### src/rtl/fir_frame_packer.sv
// fir_frame_packer
//   Captures decimated channel A/B filter output pairs on the sample strobe,
//   buffers them in a small FIFO and serializes each frame as a byte stream:
//     START_BYTE, frame counter, then FRAME_LEN x {A[15:8],A[7:0],B[15:8],B[7:0]}
//   with each sample sign-extended to 16 bits.
//
// Ports
//   clk              system clock
//   rst_n            synchronous active-low reset
//   clk_2mhz_pos_en  decimated-rate strobe (one clk wide)
//   dvalid           filter output valid; sample strobe = dvalid & clk_2mhz_pos_en
//   din_a, din_b     signed channel A/B samples
//   start            single-cycle frame request (ignored while busy)
//   m_data, m_valid  registered output byte / valid
//   m_ready          downstream accepts byte
//   busy             frame in progress (capture or drain)
//   frame_done       one-cycle pulse after the last byte of a frame is accepted
//   overflow         sticky: a pair was dropped because the FIFO was full
module fir_frame_packer #(
  parameter int          DATA_WIDTH      = 14,
  parameter int          FIFO_DEPTH      = 16,
  parameter int          FIFO_DEPTH_LOG2 = 4,
  parameter int          FRAME_LEN       = 1024,
  parameter int          FRAME_LEN_LOG2  = 10,
  parameter logic [7:0]  START_BYTE      = 8'h5A
) (
  input  logic                  clk,
  input  logic                  rst_n,
  input  logic                  clk_2mhz_pos_en,
  input  logic                  dvalid,
  input  logic [DATA_WIDTH-1:0] din_a,
  input  logic [DATA_WIDTH-1:0] din_b,
  input  logic                  start,
  output logic [7:0]            m_data,
  output logic                  m_valid,
  input  logic                  m_ready,
  output logic                  busy,
  output logic                  frame_done,
  output logic                  overflow
);

  localparam int EW = 2 * DATA_WIDTH;

  localparam logic       W_IDLE    = 1'b0;
  localparam logic       W_CAPTURE = 1'b1;

  localparam logic [1:0] R_IDLE = 2'd0;
  localparam logic [1:0] R_HDR  = 2'd1;
  localparam logic [1:0] R_CNT  = 2'd2;
  localparam logic [1:0] R_DATA = 2'd3;

  // FIFO storage and bookkeeping
  logic [EW-1:0]              mem [FIFO_DEPTH];
  logic [FIFO_DEPTH_LOG2-1:0] wr_ptr;
  logic [FIFO_DEPTH_LOG2-1:0] rd_ptr;
  logic [FIFO_DEPTH_LOG2-1:0] rd_ptr_nxt;
  logic [FIFO_DEPTH_LOG2:0]   fifo_cnt;
  logic                       fifo_full;
  logic                       fifo_empty;
  logic                       fifo_multi;
  logic [EW-1:0]              head_entry;
  logic [EW-1:0]              next_entry;

  // FSM state
  logic                       w_state;
  logic [1:0]                 r_state;
  logic [FRAME_LEN_LOG2:0]    wr_count;
  logic [FRAME_LEN_LOG2:0]    rd_count;
  logic [1:0]                 byte_idx;
  logic [1:0]                 byte_idx_nxt;
  logic [7:0]                 frame_cnt;

  // Handshake / control
  logic                       strobe;
  logic                       start_ok;
  logic                       wr_en;
  logic                       rd_en;
  logic                       accept;
  logic                       last_write;
  logic                       last_read;

  // Byte idx of a stored {A,B} entry, each sample sign-extended to 16 bits.
  function automatic logic [7:0] byte_of(input logic [EW-1:0] entry,
                                         input logic [1:0]    idx);
    logic [15:0] a16;
    logic [15:0] b16;
    a16 = 16'(signed'(entry[EW-1:DATA_WIDTH]));
    b16 = 16'(signed'(entry[DATA_WIDTH-1:0]));
    case (idx)
      2'd0:    byte_of = a16[15:8];
      2'd1:    byte_of = a16[7:0];
      2'd2:    byte_of = b16[15:8];
      default: byte_of = b16[7:0];
    endcase
  endfunction

  always_comb begin
    strobe       = dvalid && clk_2mhz_pos_en;
    fifo_full    = (fifo_cnt == (FIFO_DEPTH_LOG2+1)'(FIFO_DEPTH));
    fifo_empty   = (fifo_cnt == '0);
    fifo_multi   = (fifo_cnt > (FIFO_DEPTH_LOG2+1)'(1));
    rd_ptr_nxt   = rd_ptr + 1'b1;
    head_entry   = mem[rd_ptr];
    next_entry   = mem[rd_ptr_nxt];
    byte_idx_nxt = byte_idx + 2'd1;
    accept       = m_valid && m_ready;
    // Both FSMs idle: this includes the frame_done cycle, so a start there
    // chains the next frame directly.
    start_ok     = start && (w_state == W_IDLE) && (r_state == R_IDLE);
    rd_en        = (r_state == R_DATA) && accept && (byte_idx == 2'd3);
    // A pop in the same cycle frees a slot, so a write into a full FIFO succeeds.
    wr_en        = (w_state == W_CAPTURE) && strobe && (!fifo_full || rd_en);
    last_write   = (wr_count == (FRAME_LEN_LOG2+1)'(FRAME_LEN - 1));
    last_read    = (rd_count == (FRAME_LEN_LOG2+1)'(FRAME_LEN - 1));
    // frame_done is included so busy stays high across a chained start.
    busy         = (w_state != W_IDLE) || (r_state != R_IDLE) || frame_done;
  end

  // FIFO memory (no reset needed: pointers define what is valid)
  always_ff @(posedge clk) begin
    if (wr_en) begin
      mem[wr_ptr] <= {din_a, din_b};
    end
  end

  // FIFO pointers and occupancy
  always_ff @(posedge clk) begin
    if (!rst_n) begin
      wr_ptr   <= '0;
      rd_ptr   <= '0;
      fifo_cnt <= '0;
    end else begin
      if (wr_en) begin
        wr_ptr <= wr_ptr + 1'b1;
      end
      if (rd_en) begin
        rd_ptr <= rd_ptr_nxt;
      end
      case ({wr_en, rd_en})
        2'b10:   fifo_cnt <= fifo_cnt + 1'b1;
        2'b01:   fifo_cnt <= fifo_cnt - 1'b1;
        default: fifo_cnt <= fifo_cnt;
      endcase
    end
  end

  // Write (capture) FSM
  always_ff @(posedge clk) begin
    if (!rst_n) begin
      w_state  <= W_IDLE;
      wr_count <= '0;
      overflow <= 1'b0;
    end else begin
      case (w_state)
        W_IDLE: begin
          if (start_ok) begin
            w_state  <= W_CAPTURE;
            wr_count <= '0;
            overflow <= 1'b0;
          end
        end
        default: begin
          if (strobe) begin
            if (wr_en) begin
              wr_count <= wr_count + 1'b1;
              if (last_write) begin
                w_state <= W_IDLE;
              end
            end else begin
              overflow <= 1'b1;
            end
          end
        end
      endcase
    end
  end

  // Read (serializer) FSM; m_data/m_valid are registered and only change
  // when the output slot is empty or its byte is being accepted.
  always_ff @(posedge clk) begin
    if (!rst_n) begin
      r_state    <= R_IDLE;
      m_data     <= '0;
      m_valid    <= 1'b0;
      byte_idx   <= '0;
      rd_count   <= '0;
      frame_cnt  <= '0;
      frame_done <= 1'b0;
    end else begin
      frame_done <= 1'b0;
      case (r_state)
        R_IDLE: begin
          if (start_ok) begin
            r_state  <= R_HDR;
            m_valid  <= 1'b1;
            m_data   <= START_BYTE;
            byte_idx <= '0;
            rd_count <= '0;
          end
        end
        R_HDR: begin
          if (accept) begin
            r_state <= R_CNT;
            m_data  <= frame_cnt;
          end
        end
        R_CNT: begin
          if (accept) begin
            r_state  <= R_DATA;
            byte_idx <= '0;
            if (!fifo_empty) begin
              m_data <= byte_of(head_entry, 2'd0);
            end else begin
              m_valid <= 1'b0;
            end
          end
        end
        default: begin
          if (!m_valid) begin
            // Output slot empty: present the head entry once one exists.
            if (!fifo_empty) begin
              m_valid  <= 1'b1;
              m_data   <= byte_of(head_entry, 2'd0);
              byte_idx <= '0;
            end
          end else if (m_ready) begin
            if (byte_idx != 2'd3) begin
              byte_idx <= byte_idx_nxt;
              m_data   <= byte_of(head_entry, byte_idx_nxt);
            end else begin
              byte_idx <= '0;
              rd_count <= rd_count + 1'b1;
              if (last_read) begin
                r_state    <= R_IDLE;
                m_valid    <= 1'b0;
                frame_done <= 1'b1;
                frame_cnt  <= frame_cnt + 1'b1;
              end else if (fifo_multi) begin
                // The head is popped this cycle; its successor is already stored.
                m_data <= byte_of(next_entry, 2'd0);
              end else begin
                m_valid <= 1'b0;
              end
            end
          end
        end
      endcase
    end
  end

endmodule

### config.mk
export PLATFORM = sky130hd
export DESIGN_NAME = fir_frame_packer
export DESIGN_NICKNAME = d
export VERILOG_FILES = /design/src/rtl/fir_frame_packer.sv
export SDC_FILE = /design/constraint.sdc
export NUM_CORES = 1
export LEC_CHECK = 0
export CAP_MARGIN = 20
export CORE_MARGIN = 3
export CORE_UTILIZATION = 45
export CTS_CLUSTER_DIAMETER = 150
export DETAILED_ROUTE_END_ITERATION = 8
export GPL_TIMING_DRIVEN = 0
export PLACE_DENSITY_LB_ADDON = 0.05
export SETUP_SLACK_MARGIN = 0.02
export SYNTH_ARGS = -nofsm -noshare
export SYNTH_HDL_FRONTEND = slang
export SYNTH_SLANG_ARGS = --single-unit
### constraint.sdc
create_clock -name clk -period 8.7 [get_ports clk]
set_input_delay 1.74 -clock clk [delete_from_list [all_inputs] [get_ports clk]]
set_output_delay 1.74 -clock clk [all_outputs]
set_load 0.02 [all_outputs]
==> impl_metrics.env, run 1 <==
export IMPL_first_pass_iters=5
export IMPL_startpoint_type="primary input"
export IMPL_yosysWarnings=0
export IMPL_drive_gt1_share_pct=20.4
export IMPL_grt_pass1_vias=12400
export IMPL_synth_edf_count=448
export IMPL_rows=79
export IMPL_tightest_slew_ns=1.12
export IMPL_synth_ff_type="edfxtp_1"
export IMPL_path_max_fanout=10
export IMPL_hpwl_mm=40.4
export IMPL_die_area_um2=50500
export IMPL_powerDensity_nw_per_um2=217
export IMPL_cts_buffer_depth=3
export IMPL_syn_num_nets=1326
export IMPL_crit_path_end_kind="flip-flop"
export IMPL_maxSlewHeadroom_pct=25.4
export IMPL_cts_root_buf="clkbuf_16"
export IMPL_nFillCells=3849
export IMPL_postSynth_asyncResetShare_pct=0
export IMPL_avgSynthCellArea_um2=16.9
export IMPL_drtIter0Drc=1133
export IMPL_synthMuxAreaShare_pct=15.8
export IMPL_ys_seq_elements=511
export IMPL_max_vdd_ir_drop_mv=0.203
export IMPL_cts_buffers=54
export IMPL_grt_pass1_wl_mm=87.7
export IMPL_synth_compound_area_share_pct=5.62
export IMPL_finalMaxSlewViolations=0
export IMPL_finalNetCount=1455
export IMPL_ant_nets=0
export IMPL_tritoncts="done"
export IMPL_post_cts_resized=0
export IMPL_place_ws_ns=3.08
export IMPL_postCtsSetupBuffers=0
export IMPL_drv_cap=0
export IMPL_min_path_type="flip-flop to flip-flop"
export IMPL_wl_mm=60.1
export IMPL_multi_input_area_um2=6440
export IMPL_antenna_found_initial=1
export IMPL_synth_top_family_by_area="multiplexers"
export IMPL_drcViolationCount=0
export IMPL_worstPathArrival_ns=5.29
export IMPL_ys_seq_area_share_pct=68.4
export IMPL_hold_viol=0
export IMPL_synthesis_area_um2=21500
export IMPL_clock_sinks=511
export IMPL_finalCritPeriodShare_pct=57.4
export IMPL_synthXorXnorAreaFrac_pct=1.18
export IMPL_fin_crit_ns=4.99
export IMPL_synth_simple_area_share_pct=5.55
export IMPL_place_gp_congestion=0.841
export IMPL_synth_top_area_share_pct=62.5
export IMPL_die_w_um=225
export IMPL_rsz0062_at_grt="false"
export IMPL_synthAdderAreaFrac_pct=1.28
export IMPL_post_drt_wl_per_cell_um=29.3
export IMPL_htreeDepth=2
export IMPL_yosys_area_top_type="edfxtp_1"
export IMPL_status="finished clean"
export IMPL_vias=12300
export IMPL_finish_utilization_pct=53.3
export IMPL_die_h_um=225
export IMPL_synth_cells=1270
export IMPL_tns_ns=0
export IMPL_seq_area_um2=14700
export IMPL_synthDistinctLibCells=73
export IMPL_overflow=0
export IMPL_postLayoutCellArea_um2=25000
export IMPL_grt_max_degree=20
export IMPL_ys_top_cells_by_area="edfxtp_1 (63%), mux4_2 (12%), dfxtp_1 (5.9%)"
export IMPL_fin_ws_ns=3.71
export IMPL_via_per_inst=6.01
export IMPL_setup_violations=0
export IMPL_place_area_um2=23300
export IMPL_timing_hold_ws_ns=0.471
export IMPL_grt_usage_pct=24.3
export IMPL_io_pins=46
export IMPL_critPathKind="primary input to flip-flop"
export IMPL_floorplan_initialDensity_pct=45.9
export IMPL_io_buffers=45
export IMPL_static_leakage_power_nw=7.77
export IMPL_core_area_um2=46900
export IMPL_area_growth_pct=16.1
export IMPL_finClkSkew_ns=0.0157
export IMPL_cts_hold_buf=0
export IMPL_cp_data_required_time_ns=9.00
export IMPL_worstSkewPairLatency_ns=0.61
export IMPL_fmax_mhz=200
export IMPL_path_clk_slew_ns=0.06
## worst max-delay path, cell delays in order
cell and delay (ns):
clkdlybuf4s50_1 0.62, nand4_1 0.41, a31oi_2 0.47, clkbuf_1 0.46, nand2_1 0.33, nor3_2 0.75, buf_6 0.26, buf_4 0.23
## routing by layer
| metal | track usage (%) | routed length [um] |
|---|---|---|
| met1 | 33.9 | 25400 |
| met2 | 39.6 | 28800 |
| met4 | 6.73 | 1680 |
| met3 | 4.62 | 4170 |
| met5 | 0 | 0 |
## through the flow
| step | std cells | power (W) |
|---|---|---|
| floorplan | 1270 | 0.00303 |
| detailed placement | 1950 | 0.00320 |
| CTS | 2050 | 0.00546 |
| finish | 2051 | 0.00542 |
| global placement | 1922 | 0.00319 |
| global route | 2050 | 0.00561 |
## cells by family after synthesis
group           count (synthesis)
xor+xnor                       29
mux                           194
buf+inv                        87
compound gates                177
simple gates                  250
fa+ha+maj                      22
flops                         511
## flip-flops by register name, summed over array words and instances (netlist names), named ones only
name	count
rd_ptr	4
m_data	8
wr_count	11
r_state	2
frame_done	1
byte_idx	2
overflow	1
m_valid	1
fifo_cnt	5
frame_cnt	8
mem	448
rd_count	11
wr_ptr	4
w_state	1
## cells in the mapped netlist (3+ instances only)
cell type  number
a221oi_1        6
o211ai_1        9
buf_6          10
a21oi_1        46
a32o_1          3
xor2_1         20
a21o_1          5
nand2b_1       12
mux4_2        112
nand4_1        15
o22ai_1         3
o221ai_1        6
nor3_1         14
xnor2_1         9
o21a_1          6
mux2_2          6
and3_1          5
clkbuf_1       23
a22oi_1        21
edfxtp_1      448
inv_1          19
a211oi_1        8
nor2_1         75
o21ai_1         4
dfxtp_1        63
mux2i_1        73
a31oi_1         7
or2_2           3
buf_4           5
buf_1           3
mux4_1          3
nor2b_1         5
o21ai_0        24
o2111ai_1       4
ha_1           22
buf_2          23
nand3_1        33
and2_1          6
o31ai_1         3
or3_1           9
nand2_1        60
## power breakdown
group,internal (W),switching (W),leakage [nW],total (W)
registers,0.00269,0.0000256,4.54,0.00272
logic,0.000155,0.000282,2.38,0.000438
clock network,0.00130,0.000959,0.848,0.00226
total,0.00415,0.00127,7.77,0.00542
## placed cells by master, fill, tap and decap left out, types with 10 or more instances in the layout
cell type / n
a21oi_1: 46
a22oi_1: 21
buf_12: 12
buf_2: 23
buf_6: 25
clkbuf_1: 35
clkbuf_16: 55
clkdlybuf4s50_1: 45
clkinv_2: 13
dfxtp_1: 63
edfxtp_1: 448
ha_1: 22
inv_1: 19
mux2i_1: 73
mux4_2: 112
nand2_1: 60
nand2b_1: 12
nand3_1: 33
nand4_1: 15
nor2_1: 63
nor2_4: 12
nor3_1: 10
o21ai_0: 24
xor2_1: 20
## path summary, 6_finish.rpt
check               from          to  slack [ns]  cells after the start
max reg2reg  byte_idx[1]  mem[1][20]        4.75                      8
min             overflow    overflow        0.47                      2
max              m_ready  mem[1][20]        3.71                      8
min reg2reg     overflow    overflow        0.47                      2
## layout make-up
class / instances / share of cell area [%]
plain buffers: 66 / 1.57
repair buffers: 73 / 3.47
inverters: 21 / 0.315
flip-flops and latches: 511 / 58.9
diodes: 1 / 0.0100
clock buffers: 70 / 5.85
well taps: 607 / 3.04
multi-input cells: 672 / 25.8
clock inverters: 30 / 1.07
No activity file was read; power rests on OpenSTA's default activity.
==> run 2: changes to the inputs <==
- clock period: 8.7 -> 4.8 ns (I/O delays scaled with it)
==> results of run 2 <==
Same layout as run 1 (identical final DEF). Status: finished clean.
Among the figures that moved: setup slack after placement 3.08 ns -> -0.0354 ns; setup slack after layout 3.71 ns -> 0.589 ns; register-to-register setup slack 4.75 ns -> 0.85 ns; total power 0.00542 W -> 0.00982 W; worst IR drop on VDD 0.203 mV -> 0.368 mV
